$ cat src/rtl/reg_file_sync_if.sv
// ============================================================================
// Module : reg_file_sync_if
// Brief  : Write, read and clear signal bundle for reg_file_sync.
// Rev    : 1.0  initial release
// ============================================================================
`default_nettype none

interface reg_file_sync_if #(
   parameter int ADDR_WIDTH = 5,
   parameter int DATA_WIDTH = 32
) ();
   logic                  Reg_Write_i;
   logic [ADDR_WIDTH-1:0] Write_Register_i;
   logic [DATA_WIDTH-1:0] Write_Data_i;
   logic                  Read_En_i;
   logic [ADDR_WIDTH-1:0] Read_Register_1_i;
   logic [ADDR_WIDTH-1:0] Read_Register_2_i;
   logic [DATA_WIDTH-1:0] Read_Data_1_o;
   logic [DATA_WIDTH-1:0] Read_Data_2_o;
   logic                  Read_Valid_o;
   logic                  Clear_Req_i;
   logic                  Busy_o;

   modport master (
      output Reg_Write_i, Write_Register_i, Write_Data_i,
      output Read_En_i, Read_Register_1_i, Read_Register_2_i, Clear_Req_i,
      input  Read_Data_1_o, Read_Data_2_o, Read_Valid_o, Busy_o
   );

   modport slave (
      input  Reg_Write_i, Write_Register_i, Write_Data_i,
      input  Read_En_i, Read_Register_1_i, Read_Register_2_i, Clear_Req_i,
      output Read_Data_1_o, Read_Data_2_o, Read_Valid_o, Busy_o
   );
endinterface

`default_nettype wire

$ cat src/rtl/reg_file_sync.sv
// ============================================================================
// Module : reg_file_sync
// Brief  : Parametrised register file, two registered read ports, sequential
//          clear engine. Optional macro REG_FILE_BYPASS_EN enables write-first
//          forwarding on same-cycle read/write collisions.
// Rev    : 1.0  initial release
// ============================================================================
`default_nettype none

module reg_file_sync #(
   parameter int DATA_WIDTH = 32,
   parameter int NUM_REGS   = 32,
   parameter int ADDR_WIDTH = 5,
   parameter int ZERO_REG   = 1
) (
   input  wire logic     clk,
   input  wire logic     reset,
   reg_file_sync_if.slave bus
);

   localparam logic [0:0] S_IDLE  = 1'b0;
   localparam logic [0:0] S_CLEAR = 1'b1;

   localparam logic [ADDR_WIDTH:0] c_num_regs = (ADDR_WIDTH+1)'(NUM_REGS);
   localparam logic [ADDR_WIDTH:0] c_last_idx = (ADDR_WIDTH+1)'(NUM_REGS - 1);

   logic [DATA_WIDTH-1:0] r_regs [NUM_REGS];
   logic [0:0]            r_state;
   logic [ADDR_WIDTH:0]   r_idx;
   logic [DATA_WIDTH-1:0] r_rd_data_1;
   logic [DATA_WIDTH-1:0] r_rd_data_2;
   logic                  r_rd_valid;

   logic                  w_idle;
   logic                  w_wr_ok;
   logic [DATA_WIDTH-1:0] w_rd_data_1;
   logic [DATA_WIDTH-1:0] w_rd_data_2;

   assign w_idle  = (r_state == S_IDLE);
   // Writable target: in range and not the hardwired zero register
   assign w_wr_ok = w_idle && bus.Reg_Write_i
                    && ({1'b0, bus.Write_Register_i} < c_num_regs)
                    && !((ZERO_REG != 0) && (bus.Write_Register_i == '0));

   always_comb begin
      w_rd_data_1 = r_regs[bus.Read_Register_1_i];
      if (({1'b0, bus.Read_Register_1_i} >= c_num_regs)
          || ((ZERO_REG != 0) && (bus.Read_Register_1_i == '0)))
         w_rd_data_1 = '0;
`ifdef REG_FILE_BYPASS_EN
      else if (w_wr_ok && (bus.Read_Register_1_i == bus.Write_Register_i))
         w_rd_data_1 = bus.Write_Data_i;
`endif
   end

   always_comb begin
      w_rd_data_2 = r_regs[bus.Read_Register_2_i];
      if (({1'b0, bus.Read_Register_2_i} >= c_num_regs)
          || ((ZERO_REG != 0) && (bus.Read_Register_2_i == '0)))
         w_rd_data_2 = '0;
`ifdef REG_FILE_BYPASS_EN
      else if (w_wr_ok && (bus.Read_Register_2_i == bus.Write_Register_i))
         w_rd_data_2 = bus.Write_Data_i;
`endif
   end

   always_ff @(posedge clk) begin
      if (reset) begin
         for (int i = 0; i < NUM_REGS; i++) r_regs[i] <= '0;
         r_state     <= S_IDLE;
         r_idx       <= '0;
         r_rd_data_1 <= '0;
         r_rd_data_2 <= '0;
         r_rd_valid  <= 1'b0;
      end else begin
         case (r_state)
            S_IDLE: begin
               if (w_wr_ok) r_regs[bus.Write_Register_i] <= bus.Write_Data_i;
               r_rd_valid <= bus.Read_En_i;
               if (bus.Read_En_i) begin
                  r_rd_data_1 <= w_rd_data_1;
                  r_rd_data_2 <= w_rd_data_2;
               end
               if (bus.Clear_Req_i) begin
                  r_state <= S_CLEAR;
                  r_idx   <= '0;
               end
            end
            default: begin
               // One register per cycle; all bus requests dropped meanwhile
               r_regs[r_idx[ADDR_WIDTH-1:0]] <= '0;
               r_rd_valid <= 1'b0;
               r_idx      <= r_idx + 1'b1;
               if (r_idx == c_last_idx) r_state <= S_IDLE;
            end
         endcase
      end
   end

   assign bus.Read_Data_1_o = r_rd_data_1;
   assign bus.Read_Data_2_o = r_rd_data_2;
   assign bus.Read_Valid_o  = r_rd_valid;
   assign bus.Busy_o        = (r_state == S_CLEAR);

endmodule

`default_nettype wire

$ cat src/flat_wrapper.sv
// flat-port wrapper written by rule: the top's interface ports become plain ports
module reg_file_sync_flat 
#(
   parameter int DATA_WIDTH = 32,
   parameter int NUM_REGS   = 32,
   parameter int ADDR_WIDTH = 5,
   parameter int ZERO_REG   = 1
)
  (clk, reset, bus_Reg_Write_i, bus_Write_Register_i, bus_Write_Data_i, bus_Read_En_i, bus_Read_Register_1_i, bus_Read_Register_2_i, bus_Clear_Req_i, bus_Read_Data_1_o, bus_Read_Data_2_o, bus_Read_Valid_o, bus_Busy_o);
  reg_file_sync_if #(.ADDR_WIDTH(ADDR_WIDTH), .DATA_WIDTH(DATA_WIDTH)) bus_i ();
  input  wire logic clk;
  input  wire logic reset;
  input wire logic [$bits(bus_i.Reg_Write_i)-1:0] bus_Reg_Write_i;
  input wire logic [$bits(bus_i.Write_Register_i)-1:0] bus_Write_Register_i;
  input wire logic [$bits(bus_i.Write_Data_i)-1:0] bus_Write_Data_i;
  input wire logic [$bits(bus_i.Read_En_i)-1:0] bus_Read_En_i;
  input wire logic [$bits(bus_i.Read_Register_1_i)-1:0] bus_Read_Register_1_i;
  input wire logic [$bits(bus_i.Read_Register_2_i)-1:0] bus_Read_Register_2_i;
  input wire logic [$bits(bus_i.Clear_Req_i)-1:0] bus_Clear_Req_i;
  output wire logic [$bits(bus_i.Read_Data_1_o)-1:0] bus_Read_Data_1_o;
  output wire logic [$bits(bus_i.Read_Data_2_o)-1:0] bus_Read_Data_2_o;
  output wire logic [$bits(bus_i.Read_Valid_o)-1:0] bus_Read_Valid_o;
  output wire logic [$bits(bus_i.Busy_o)-1:0] bus_Busy_o;
  assign bus_i.Reg_Write_i = bus_Reg_Write_i;
  assign bus_i.Write_Register_i = bus_Write_Register_i;
  assign bus_i.Write_Data_i = bus_Write_Data_i;
  assign bus_i.Read_En_i = bus_Read_En_i;
  assign bus_i.Read_Register_1_i = bus_Read_Register_1_i;
  assign bus_i.Read_Register_2_i = bus_Read_Register_2_i;
  assign bus_i.Clear_Req_i = bus_Clear_Req_i;
  assign bus_Read_Data_1_o = bus_i.Read_Data_1_o;
  assign bus_Read_Data_2_o = bus_i.Read_Data_2_o;
  assign bus_Read_Valid_o = bus_i.Read_Valid_o;
  assign bus_Busy_o = bus_i.Busy_o;
  reg_file_sync #(.DATA_WIDTH(DATA_WIDTH), .NUM_REGS(NUM_REGS), .ADDR_WIDTH(ADDR_WIDTH), .ZERO_REG(ZERO_REG)) u_core (.clk(clk), .reset(reset), .bus(bus_i));
endmodule
$ cat config.mk
export PLATFORM = sky130hd
export DESIGN_NAME = reg_file_sync_flat
export DESIGN_NICKNAME = d
export VERILOG_FILES = /design/src/rtl/reg_file_sync_if.sv /design/src/rtl/reg_file_sync.sv /design/src/flat_wrapper.sv
export SDC_FILE = /design/constraint.sdc
export NUM_CORES = 2
export LEC_CHECK = 0
export CAP_MARGIN = 20
export CORE_MARGIN = 4
export CORE_UTILIZATION = 30
export DETAILED_ROUTE_END_ITERATION = 10
export SETUP_SLACK_MARGIN = 0.4
export SLEW_MARGIN = 20
export SYNTH_ARGS = -nofsm -noshare
export SYNTH_HDL_FRONTEND = slang
export SYNTH_SLANG_ARGS = --single-unit
$ cat constraint.sdc
create_clock -name clk -period 5.39 [get_ports clk]
set_input_delay 0.539 -clock clk [delete_from_list [all_inputs] [get_ports clk]]
set_output_delay 0.539 -clock clk [all_outputs]
set_load 0.01 [all_outputs]
==> results.yml <==
outcome:
  status: "completed"
routing:
  drtIter0Drc: 5449
  viasPerCell: 6.064
  dr.pass1.iters: 5
  routedWlPerCell_um: 32.18
  routed_wirelength_um: 211100
  ant_nets: 0
  drc: 0
  vias: 39786
cells_and_area:
  layout_common_cells: "edfxtp_1 (1024), nor3_1 (747), mux4_2 (408)"
  fin_nets: 4018
  drive_above_1_share: 0.2326
  areaGrowthSynthToFinish_pct: 13.53
  fill_cells: 18092
  final_common_cell: "edfxtp_1"
cts:
  cts_buffers: 109
  clock_sinks: 1096
  clock_latency_ns: 0.76
  cts.clk_slew.worst_paths_ns: 0.07
  holdBufCountCts: 0
  clk_path_buf_depth: 3
  h-tree-depth: 3
  cts_tree: "done"
  cts_resized: 0
  cts_root_buf: "clkbuf_16"
  post_cts_buffers: 0
setup_path:
  max_stage_delay_ns: 0.83
  critPathBufInv: 2
  crit_slowest_cell: "o21ai_4"
  crit_type: "register to register"
  cp.arrival_ns: 4.22
  cp_cell_sequence: "buf_4 > nand2b_2 > mux2i_4 > nand2b_4 > o21ai_4 > buf_4"
  worstPathRequired_ns: 5.78
  path_common_cell: "buf_4"
  cp_max_fo: 46
  end_kind: "register"
  start_kind: "register"
  cp_top_family: "simple AND/OR/NAND/NOR gates"
floorplan:
  io_pins: 118
  die_y_um: 442.8
  rows: 159
  die_area_sq_mm: 0.1960
  die-width_um: 442.8
  start_util: 0.3019
  coreArea_sq_mm: 0.1878
power:
  power_density_mw_per_mm2: 316.4
  ir_drop_mv: 0.2755
  leakage_nw: 20.69
yosys:
  synthCells: 4067
  postSynthAreaPerCell_sq_um: 13.94
  ys.flop_type: "edfxtp_1"
  seq_area_frac_synth: 0.5677
  synthArstFlopShare: 0
  ys_ff_latch: 1096
  yosys_warnings: 0
  synth_edf_count: 1024
  syn_area_sq_mm: 0.05670
  ys_types: 57
global_route:
  overflow: 0
  grt_max_degree: 124
  grt_first_pass_wirelength_um: 298500
  grt.total_usage: 0.2087
  antenna_found_initial: 13
  grt_pass1_vias: 38933
placement:
  dpl.hpwl_um: 126000
  gp_congestion: 0.8461
  place_ws_ns: 0.9858
  port_buffers: 117
sta:
  fin_crit_sh: 0.7108
  drv_slew: 0
  skew_ns: 0.03533
  holdWs_ns: 0.4684
  finalCriticalPeriod_ns: 3.831
  slew_headroom: 0.2062
  worst_slack_ns: 1.559
  setup_violations: 0
  worstMarginPinSlew_ns: 1.191
  grt_setup_unrepaired: "no"
  fin_tns_setup_ns: 0
  fmax_mhz: 261.0
  hold_viol_final: 0
hold_path:
  hold_path.class: "primary input to register"
job:
  drv_cap: 0
[final cells by class]
cell class	count	area, sq um	area share
sequential	1096	32190	0.5000
multi-input combinational	2472	22610	0.3512
tap	2495	3122	0.04849
clock buffer	144	2949	0.04581
timing repair buffer	282	2735	0.04249
clock inverter	61	739.5	0.01149
antenna	7	17.52	0.0002721
inverter	4	15.01	0.0002332
[cells by family after synthesis]
| kind of cell | Yosys count | synth area share |
|---|---|---|
| flops | 1096 | 0.5677 |
| mux | 683 | 0.2115 |
| compound gates | 435 | 0.05578 |
| simple gates | 1321 | 0.1201 |
| buf+inv | 530 | 0.04455 |
| fa+ha+maj | 1 | 0.0002206 |
| other cells | 1 | 0.00006614 |
[routing by layer]
| metal | wire [um] | GRT usage | share of wire |
|---|---|---|---|
| met1 | 78300 | 0.2694 | 0.37 |
| met2 | 98510 | 0.3354 | 0.47 |
| met3 | 22220 | 0.04101 | 0.11 |
| met4 | 12090 | 0.1050 | 0.057 |
| met5 | 26 | 0 | 0.00012 |
[synth_stat cells (7+ instances only)]
cell       number  area (sq um)
clkbuf_1      274          1028
a22o_1         15         131.4
mux2i_1       241          2412
a2111oi_0      27         236.5
and3_1          7         43.79
buf_6          22         247.7
mux2_2         33         371.6
buf_4          43         322.8
buf_2         168         840.8
a221oi_1       23         201.4
nor3_2         90         900.9
o22ai_1        92         575.6
o21ai_0        35         175.2
nand2_1       168         630.6
nor2_1        203         762.0
a2111o_1       32         360.4
a21boi_1       30         225.2
a21oi_1        54         270.3
nor3_1        747          3739
edfxtp_1     1024         30750
nand3_1        11         55.05
nand2b_1       41         256.5
buf_1          19         71.32
a211oi_1        7         52.55
mux4_2        408          9189
dfxtp_1        72          1441
and4b_1        15         150.1
a22oi_1        96         720.7
[tightest hold or removal path, cell delays in order]
cell and delay (ns):
buf_2 0.37, nand2_1 0.17, a21oi_1 0.05
[metrics by stage]
step                instances    util  area [sq um]  power (mW)
finish                   6561  0.3428         64380       20.37
global route             6555  0.3427         64360       20.87
CTS                      6554  0.3427         64350       20.38
detailed placement       6349  0.3230         60660       12.48
global placement         6346  0.3227         60610       12.44
floorplan                4098       -         56820       11.46
[flip-flops by register name (all words and copies together), names as in the netlist]
name and flops:
u_core.r_regs 1024, u_core.bus.Busy_o 1, u_core.bus.Read_Data_1_o 32, u_core.bus.Read_Data_2_o 32, u_core.r_idx 6, u_core.bus.Read_Valid_o 1
[power by group]
group | total, mW | leakage, nW | internal [mW] | switching [mW]
Clock | 8.03 | 1.80 | 4.54 | 3.49
Sequential | 9.86 | 11.2 | 9.63 | 0.229
Combinational | 2.48 | 7.74 | 0.861 | 1.62
Total | 20.4 | 20.7 | 15.0 | 5.33
[worst paths after layout]
check | slack [ns] | to | start | cells after the start
worst max-delay path | 1.56 | u_core.r_regs[19][4]$_SDFFCE_PN0P_ | u_core.bus.Busy_o$_SDFF_PP0_ | 6
worst min-delay path | 0.47 | u_core.bus.Read_Data_1_o[9]$_SDFFE_PP0P_ | bus_Read_Register_1_i[3] | 3
worst max register to register | 1.56 | u_core.r_regs[19][4]$_SDFFCE_PN0P_ | u_core.bus.Busy_o$_SDFF_PP0_ | 6
worst min register to register | 0.48 | u_core.bus.Read_Data_2_o[19]$_SDFFE_PP0P_ | u_core.bus.Read_Data_2_o[19]$_SDFFE_PP0P_ | 1
Note: power is estimated with default switching activity, not from simulation.
